## config.mk

```make
export PLATFORM = sky130hd
export DESIGN_NAME = sha256_msg_feeder
export DESIGN_NICKNAME = d
export VERILOG_FILES = /design/src/rtl/sha256_pkg.sv /design/src/rtl/sha256_pad_block.sv /design/src/rtl/sha256_msg_feeder.sv
export SDC_FILE = /design/constraint.sdc
export NUM_CORES = 2
export LEC_CHECK = 0
export BUFFER_PORTS_ARGS = -buffer_cell sky130_fd_sc_hd__buf_2
export CORE_AREA = 2 2 521 523
export CTS_BUF_LIST = sky130_fd_sc_hd__clkbuf_16
export CTS_CLUSTER_DIAMETER = 200
export DETAILED_ROUTE_END_ITERATION = 10
export DIE_AREA = 0 0 523 525
export SLEW_MARGIN = 20
export SYNTH_ARGS = -nofsm -noshare
export SYNTH_HDL_FRONTEND = slang
export SYNTH_HIERARCHICAL = 1
export SYNTH_SLANG_ARGS = --single-unit
```

## constraint.sdc

```tcl
create_clock -name clk -period 14.5 [get_ports clk]
set_input_delay 2.175 -clock clk [delete_from_list [all_inputs] [get_ports clk]]
set_output_delay 2.175 -clock clk [all_outputs]
set_load 0.005 [all_outputs]
```

## src/rtl/sha256_pkg.sv

```systemverilog
// Shared definitions for the SHA-256 block path: widths, initial hash value
// and the message-feeder state encodings.
package sha256_pkg;

    localparam int WORD_W      = 32;
    localparam int BLOCK_WORDS = 16;
    localparam int BLOCK_W     = 512;
    localparam int DIGEST_W    = 256;

    localparam logic [DIGEST_W-1:0] H0 =
        256'h6a09e667_bb67ae85_3c6ef372_a54ff53a_510e527f_9b05688c_1f83d9ab_5be0cd19;

    localparam logic [2:0] ST_COLLECT = 3'd0;
    localparam logic [2:0] ST_PAD     = 3'd1;
    localparam logic [2:0] ST_ISSUE   = 3'd2;
    localparam logic [2:0] ST_WAIT    = 3'd3;
    localparam logic [2:0] ST_FINISH  = 3'd4;

    // A final word can carry at most four bytes; larger counts saturate.
    function automatic logic [2:0] clamp_bytes(input logic [2:0] b);
        return (b > 3'd4) ? 3'd4 : b;
    endfunction

endpackage

```

## src/rtl/sha256_pad_block.sv

```systemverilog
// Combinational padding for the final message block: keeps message bytes
// below the pad position, inserts 0x80 and the length, and describes any spill block.
module sha256_pad_block
    import sha256_pkg::*;
(
    input  logic [BLOCK_W-1:0] buf_i,
    input  logic [3:0]         last_idx_i,
    input  logic [2:0]         last_bytes_i,
    input  logic [63:0]        bit_len_i,
    output logic [BLOCK_W-1:0] pad_block_o,
    output logic [BLOCK_W-1:0] extra_block_o,
    output logic               extra_o,
    output logic               final_o
);

    logic [6:0] pad_pos;

    assign pad_pos = {1'b0, last_idx_i, 2'b00} + {4'b0000, last_bytes_i};
    assign extra_o = (pad_pos > 7'd55);
    assign final_o = !extra_o;

    // NOTE: every output gets a default before any conditional override, so no latch can be inferred.
    always_comb begin
        pad_block_o = '0;
        for (int b = 0; b < 64; b++) begin
            if (7'(b) < pad_pos) begin
                pad_block_o[BLOCK_W-1-8*b -: 8] = buf_i[BLOCK_W-1-8*b -: 8];
            end else if (7'(b) == pad_pos) begin
                pad_block_o[BLOCK_W-1-8*b -: 8] = 8'h80;
            end
        end
        if (pad_pos <= 7'd55) begin
            pad_block_o[63:0] = bit_len_i;
        end

        // Spill block: zeros plus length, with the 0x80 marker only if the message filled the block exactly.
        extra_block_o                        = '0;
        extra_block_o[63:0]                  = bit_len_i;
        extra_block_o[BLOCK_W-1 -: 8]        = (pad_pos == 7'd64) ? 8'h80 : 8'h00;
    end

endmodule

```

## src/rtl/sha256_msg_feeder.sv

```systemverilog
// Streams a word-oriented message into 512-bit SHA-256 blocks, applies final
// padding, chains intermediate hashes and presents the final digest.
module sha256_msg_feeder
    import sha256_pkg::*;
#(
    parameter int LEN_W = 64
) (
    input  logic                clk,
    input  logic                rst_n,
    input  logic                s_valid,
    output logic                s_ready,
    input  logic [WORD_W-1:0]   s_data,
    input  logic                s_last,
    input  logic [2:0]          s_bytes,
    output logic                blk_start,
    output logic [BLOCK_W-1:0]  blk_data,
    output logic                blk_init_hash,
    output logic [DIGEST_W-1:0] blk_hash_in,
    input  logic                blk_busy,
    input  logic                blk_done,
    input  logic [DIGEST_W-1:0] blk_hash_out,
    output logic                busy,
    output logic                digest_valid,
    output logic [DIGEST_W-1:0] digest
);

    logic [2:0]                            state_q, state_d;
    logic [3:0]                            idx_q, idx_d;
    logic [3:0]                            last_idx_q, last_idx_d;
    logic [2:0]                            last_bytes_q, last_bytes_d;
    logic [LEN_W-1:0]                      bit_cnt_q, bit_cnt_d;
    logic                                  first_q, first_d;
    logic                                  extra_q, extra_d;
    logic                                  final_q, final_d;
    logic                                  busy_q, busy_d;
    logic [BLOCK_WORDS-1:0][WORD_W-1:0]    buf_q, buf_d;
    logic [BLOCK_W-1:0]                    blk_data_q, blk_data_d;
    logic [DIGEST_W-1:0]                   blk_hash_in_q, blk_hash_in_d;
    logic [DIGEST_W-1:0]                   digest_q, digest_d;

    logic [2:0]                            word_bytes;
    logic [63:0]                           bit_len64;
    logic [BLOCK_W-1:0]                    pad_block;
    logic [BLOCK_W-1:0]                    extra_block;
    logic                                  pad_extra;
    logic                                  pad_final;
    logic                                  unused_core_busy;

    // The core's busy flag is informational; the done pulse alone closes a block.
    assign unused_core_busy = blk_busy;

    assign word_bytes = s_last ? clamp_bytes(s_bytes) : 3'd4;
    assign bit_len64  = 64'(bit_cnt_q);

    sha256_pad_block u_pad (
        .buf_i         (buf_q),
        .last_idx_i    (last_idx_q),
        .last_bytes_i  (last_bytes_q),
        .bit_len_i     (bit_len64),
        .pad_block_o   (pad_block),
        .extra_block_o (extra_block),
        .extra_o       (pad_extra),
        .final_o       (pad_final)
    );

    always_comb begin
        state_d       = state_q;
        idx_d         = idx_q;
        last_idx_d    = last_idx_q;
        last_bytes_d  = last_bytes_q;
        bit_cnt_d     = bit_cnt_q;
        first_d       = first_q;
        extra_d       = extra_q;
        final_d       = final_q;
        busy_d        = busy_q;
        buf_d         = buf_q;
        blk_data_d    = blk_data_q;
        blk_hash_in_d = blk_hash_in_q;
        digest_d      = digest_q;

        case (state_q)
            ST_COLLECT: begin
                if (s_valid) begin
                    buf_d[4'd15 - idx_q] = s_data;
                    idx_d                = idx_q + 4'd1;
                    bit_cnt_d            = bit_cnt_q + LEN_W'({word_bytes, 3'b000});
                    busy_d               = 1'b1;
                    if (s_last) begin
                        last_idx_d   = idx_q;
                        last_bytes_d = word_bytes;
                        state_d      = ST_PAD;
                    end else if (idx_q == 4'd15) begin
                        blk_data_d = buf_d;
                        final_d    = 1'b0;
                        state_d    = ST_ISSUE;
                    end
                end
            end
            ST_PAD: begin
                blk_data_d = pad_block;
                extra_d    = pad_extra;
                final_d    = pad_final;
                state_d    = ST_ISSUE;
            end
            ST_ISSUE: begin
                state_d = ST_WAIT;
            end
            ST_WAIT: begin
                if (blk_done) begin
                    blk_hash_in_d = blk_hash_out;
                    first_d       = 1'b0;
                    // Pad inputs are untouched while a block is out, so the spill block is still valid here.
                    if (extra_q) begin
                        blk_data_d = extra_block;
                        extra_d    = 1'b0;
                        final_d    = 1'b1;
                        state_d    = ST_ISSUE;
                    end else if (final_q) begin
                        digest_d = blk_hash_out;
                        busy_d   = 1'b0;
                        state_d  = ST_FINISH;
                    end else begin
                        idx_d   = 4'd0;
                        state_d = ST_COLLECT;
                    end
                end
            end
            ST_FINISH: begin
                idx_d        = 4'd0;
                last_idx_d   = 4'd0;
                last_bytes_d = 3'd0;
                bit_cnt_d    = '0;
                first_d      = 1'b1;
                extra_d      = 1'b0;
                final_d      = 1'b0;
                state_d      = ST_COLLECT;
            end
            default: begin
                state_d = ST_COLLECT;
            end
        endcase
    end

    // NOTE: sequential state uses non-blocking assignments so every register samples pre-edge values.
    always_ff @(posedge clk or negedge rst_n) begin
        if (!rst_n) begin
            state_q       <= ST_COLLECT;
            idx_q         <= 4'd0;
            last_idx_q    <= 4'd0;
            last_bytes_q  <= 3'd0;
            bit_cnt_q     <= '0;
            first_q       <= 1'b1;
            extra_q       <= 1'b0;
            final_q       <= 1'b0;
            busy_q        <= 1'b0;
            blk_data_q    <= '0;
            blk_hash_in_q <= '0;
            digest_q      <= '0;
        end else begin
            state_q       <= state_d;
            idx_q         <= idx_d;
            last_idx_q    <= last_idx_d;
            last_bytes_q  <= last_bytes_d;
            bit_cnt_q     <= bit_cnt_d;
            first_q       <= first_d;
            extra_q       <= extra_d;
            final_q       <= final_d;
            busy_q        <= busy_d;
            blk_data_q    <= blk_data_d;
            blk_hash_in_q <= blk_hash_in_d;
            digest_q      <= digest_d;
        end
    end

    // NOTE: the word buffer has no reset; padding masks every byte at or beyond the pad position.
    always_ff @(posedge clk) begin
        buf_q <= buf_d;
    end

    assign s_ready       = (state_q == ST_COLLECT);
    assign blk_start     = (state_q == ST_ISSUE);
    assign blk_data      = blk_data_q;
    assign blk_init_hash = first_q;
    assign blk_hash_in   = blk_hash_in_q;
    assign busy          = busy_q;
    assign digest_valid  = (state_q == ST_FINISH);
    assign digest        = digest_q;

endmodule
```

==> results.md <==
* Post-synthesis xor/xnor area fraction at less than 1%
* Maximum number of pins on one net before global-route repair at 262
* TritonCTS clock tree: built
* Number of hold buffers added after CTS at 0
* Worst-case clock buffer depth at 4
* Part of the cycle the worst path needs at 41.9%
* Later-pin clock latency in the skew report at around 0.9 ns
* Overall global routing resource usage at about 25%
* Number of port buffers at approximately 1,300
* Number of setup violations in the final report at 0
* RSZ-0062 raised after global routing: false
* Share of post-route cells with drive strength above 1 at between 30 and 40%
* Number of standard cells after synthesis at 7,395
* Initial detailed-routing violation count at about 4,900
* Syn Area/Cell at roughly 11 sq um
* Wirelength per Cell at roughly 29 um
* Number of global-route vias before repair at 58,600
* Predominant post-synthesis flop cell: dfrtp_1
* Rows at between 150 and 200
* Largest clock skew in the final design at roughly 0.057 ns
* Die H at approximately 530 um
* Die X at between 500 and 600 um
* Simple-gate portion of the synthesized area at between 10% and 20%
* Setup crit end kind: output pin
* Final min period at 6.08 ns
* Peak clock frequency supported by timing at between 0.15 and 0.2 GHz
* Slowest cell on the critical path: dfrtp_4
* Slew Viols, Final at 0
* Synthesis warning total at 6
* Count of final hold-check violations at 0
* Count of cells resized by post-cts repair at 0
* Drt drc at 0
* Main combinational cell family by area after synthesis: multiplexers
* Critical path type: flip-flop to output pin
* Power per cell area at around 230 nW/um^2
* Area growth from synthesis to final layout at 18.0%
* Core occupancy in the finished layout at 35.8%
* Number of distinct library cell variants in the gate-level netlist after synthesis at 73
* Worst EP arrival at approximately 4 ns
* Outcome: completed
* Post-synth design cell area at ~80,000 sq um
* Number of nets in the layout at 8,782
* Number of synthesized register bits at approximately 1,600
* Compound-cell area share of the yosys netlist at approximately 8.6%
* Relative slew slack at 18.7%
* Effective utilization at floorplan at between 30% and 40%
* Detailed Route WL at about 350,000 um
* Critical-path cell list: buf_4 > nor2_8 > nand2_1 > inv_2 > buf_2
* Core area at around 270,000 sq um
* Sink Count at between 1,500 and 2,000
* Total Die Area at ~270,000 sq um
* Top-level I/O count at 1,326
* Maximum ir drop on the vdd rail at ~0.18 mV
* Clock slew at the register clock pins of the worst setup and hold paths at 0.06 ns
* Total of max-cap violations at 0
* Arithmetic-cell share of the synthesized area counting full adders, half adders and majority gates at 0.178%
* Type of the worst min-delay path: flip-flop to flip-flop
* Remaining global-route overflow at 0
* Number of clock buffers inserted by TritonCTS at around 200
* Number of flops mapped to enable cells by yosys at roughly 510
* Routed Antenna Nets at 0
* Req. time, crit path at around 12 ns
* HPWL reported at the end of detailed placement at 255,000 um
* Top cell family by delay on the critical path: buffers and inverters
* Register-to-register setup slack at 8.84 ns
* Async set-reset flop share out of synthesis at between 60% and 70%
* Worst Setup Start Kind: flip-flop
* First-pass GRT wire length at approximately 480,000 um
* Fraction of synthesized area in multiplexers at 20.5%
* Crit path buffers/inverters at 3
* Initial antenna violation count at 95
* CTS Root Cell: clkbuf_16
* Critical path fanouts, max at 58
* Leakage Power at about 43 nW
* Number of detailed-route iterations in the first pass at 6
* Placer's final routability congestion estimate at 0.931
* CTS HTree Levels at 4
* Ratio of routed vias to standard cells at about 5
* Measured slew at the worst slew-check pin at ~1.2 ns
* Buffers inserted by post-CTS timing repair at 0
* Sequential-to-total area share from yosys stat at approximately 53%
* Count of vias placed by the detailed router at roughly 60,000
* Total Neg Setup Slack at 0 ns
* Max stage delay on crit path at 0.96 ns
per-stage QoR:
| stage | area (sq um) | total power [W] | hold slack, ns | std cells | setup WS, ns |
|---|---|---|---|---|---|
| finish | 96300 | 0.0222 | 0.468 | 12300 | 8.42 |
| global route | 96300 | 0.0236 | 0.493 | 12200 | 8.23 |
| CTS | 96100 | 0.0225 | 0.478 | 12200 | 8.24 |
| detailed placement | 89800 | 0.0174 | 0.464 | 11800 | 8.72 |
| global placement | 89800 | 0.0172 | 0.454 | 11800 | 8.81 |
| floorplan | 83400 | 0.0129 | 0.448 | 7846 | 5.35 |
logic make-up after synthesis:
family	Yosys count
multiplexers	1546
XOR/XNOR	54
flip-flops	1615
adder cells (fa/ha/maj)	11
AO/OA/AOI/OAI	1295
other	2
buffers and inverters	1031
AND/OR/NAND/NOR	1841
power by group:
part	internal [W]	total [W]	switching [W]
registers	0.00668	0.00780	0.00112
logic	0.00358	0.00946	0.00587
clock network	0.00281	0.00496	0.00215
path summary, 6_finish.rpt:
kind / start / to / cells after the start
max in group asynchronous: rst_n / digest[210]$_DFFE_PN0P_ / 4
worst min register to register: blk_init_hash$_DFFE_PN1P_ / blk_init_hash$_DFFE_PN1P_ / 2
min in group asynchronous: rst_n / blk_data[218]$_DFFE_PN0P_ / 1
worst max register to register: state_q[1]$_DFFE_PN0P_ / blk_data[220]$_DFFE_PN0P_ / 8
worst min-delay path: blk_init_hash$_DFFE_PN1P_ / blk_init_hash$_DFFE_PN1P_ / 2
worst max-delay path: state_q[1]$_DFFE_PN0P_ / digest_valid / 5
worst register-to-register path: stages, from the launching register on:
cell     delay, ns
dfrtp_4       0.96
buf_4         0.97
nand2_1       0.34
o22ai_1       0.21
nor2_1        0.11
nand2_4       0.70
buf_12        0.77
buf_4         1.07
o21ai_0       0.31
routing by layer:
metal / share of wire (%) / wire length, um / vias up / GRT usage [%]
met5: 0.0048 / 17 / - / 0
met4: 6.0 / 21000 / 2 / 13.2
met3: 8.2 / 28600 / 592 / 6.66
met2: 48 / 168000 / 2363 / 41.1
met1: 38 / 133000 / 30100 / 28.9
li1: - / - / 27200 / -
sequential cells by signal, indices dropped and copies added (netlist names):
| register | flops |
|---|---|
| last_idx_q | 4 |
| state_q | 3 |
| blk_init_hash | 1 |
| blk_hash_in | 256 |
| digest | 256 |
| busy | 1 |
| final_q | 1 |
| last_bytes_q | 3 |
| blk_data | 512 |
| extra_q | 1 |
| idx_q | 4 |
| bit_cnt_q | 61 |
| buf_q | 512 |
area by class of cell:
cell class | count | area, sq um
diodes | 47 | 118
clock buffers | 204 | 5100
clock inverters | 161 | 1270
fillers | 26900 | 173000
inverters | 23 | 103
multi-input cells | 5200 | 34600
flip-flops and latches | 1615 | 43000
well taps | 3570 | 4470
repair buffers | 1438 | 7660
synthesized netlist by cell type (41+ instances only):
cell	instances	area [sq um]
and2_1	356	2230
o21ai_0	1082	5420
mux2_2	1032	11600
nand2_1	1166	4380
buf_2	82	410
dfrtp_1	1102	27600
edfxtp_1	512	15400
buf_4	511	3840
nor2_1	83	312
mux2i_1	514	5140
a21oi_1	41	205
buf_1	73	274
clkbuf_1	341	1280
nor2b_1	42	263
layout by cell type, fill, tap and decap left out, types with 10 or more instances in the layout:
master,instances
buf_2,1323
nand2_1,1161
dfrtp_1,1101
o21ai_0,1079
mux2_2,1032
mux2i_1,513
edfxtp_1,512
conb_1,453
and2_1,352
clkbuf_16,204
buf_4,97
nor2_1,82
inv_1,61
diode_2,47
clkinv_1,44
nor2b_1,41
a22o_1,37
a21oi_1,36
and3_1,32
nand3_1,31
nand4_1,29
xnor2_1,28
a32o_1,27
clkinv_2,27
xor2_1,24
nor3_1,23
o21ai_1,22
nor4_1,18
a31oi_1,17
bufinv_16,14
clkinvlp_4,11
buf_12,11
or3_1,10
ha_1,10
o2bb2ai_1,10
Note: power is estimated with default switching activity, not from simulation.
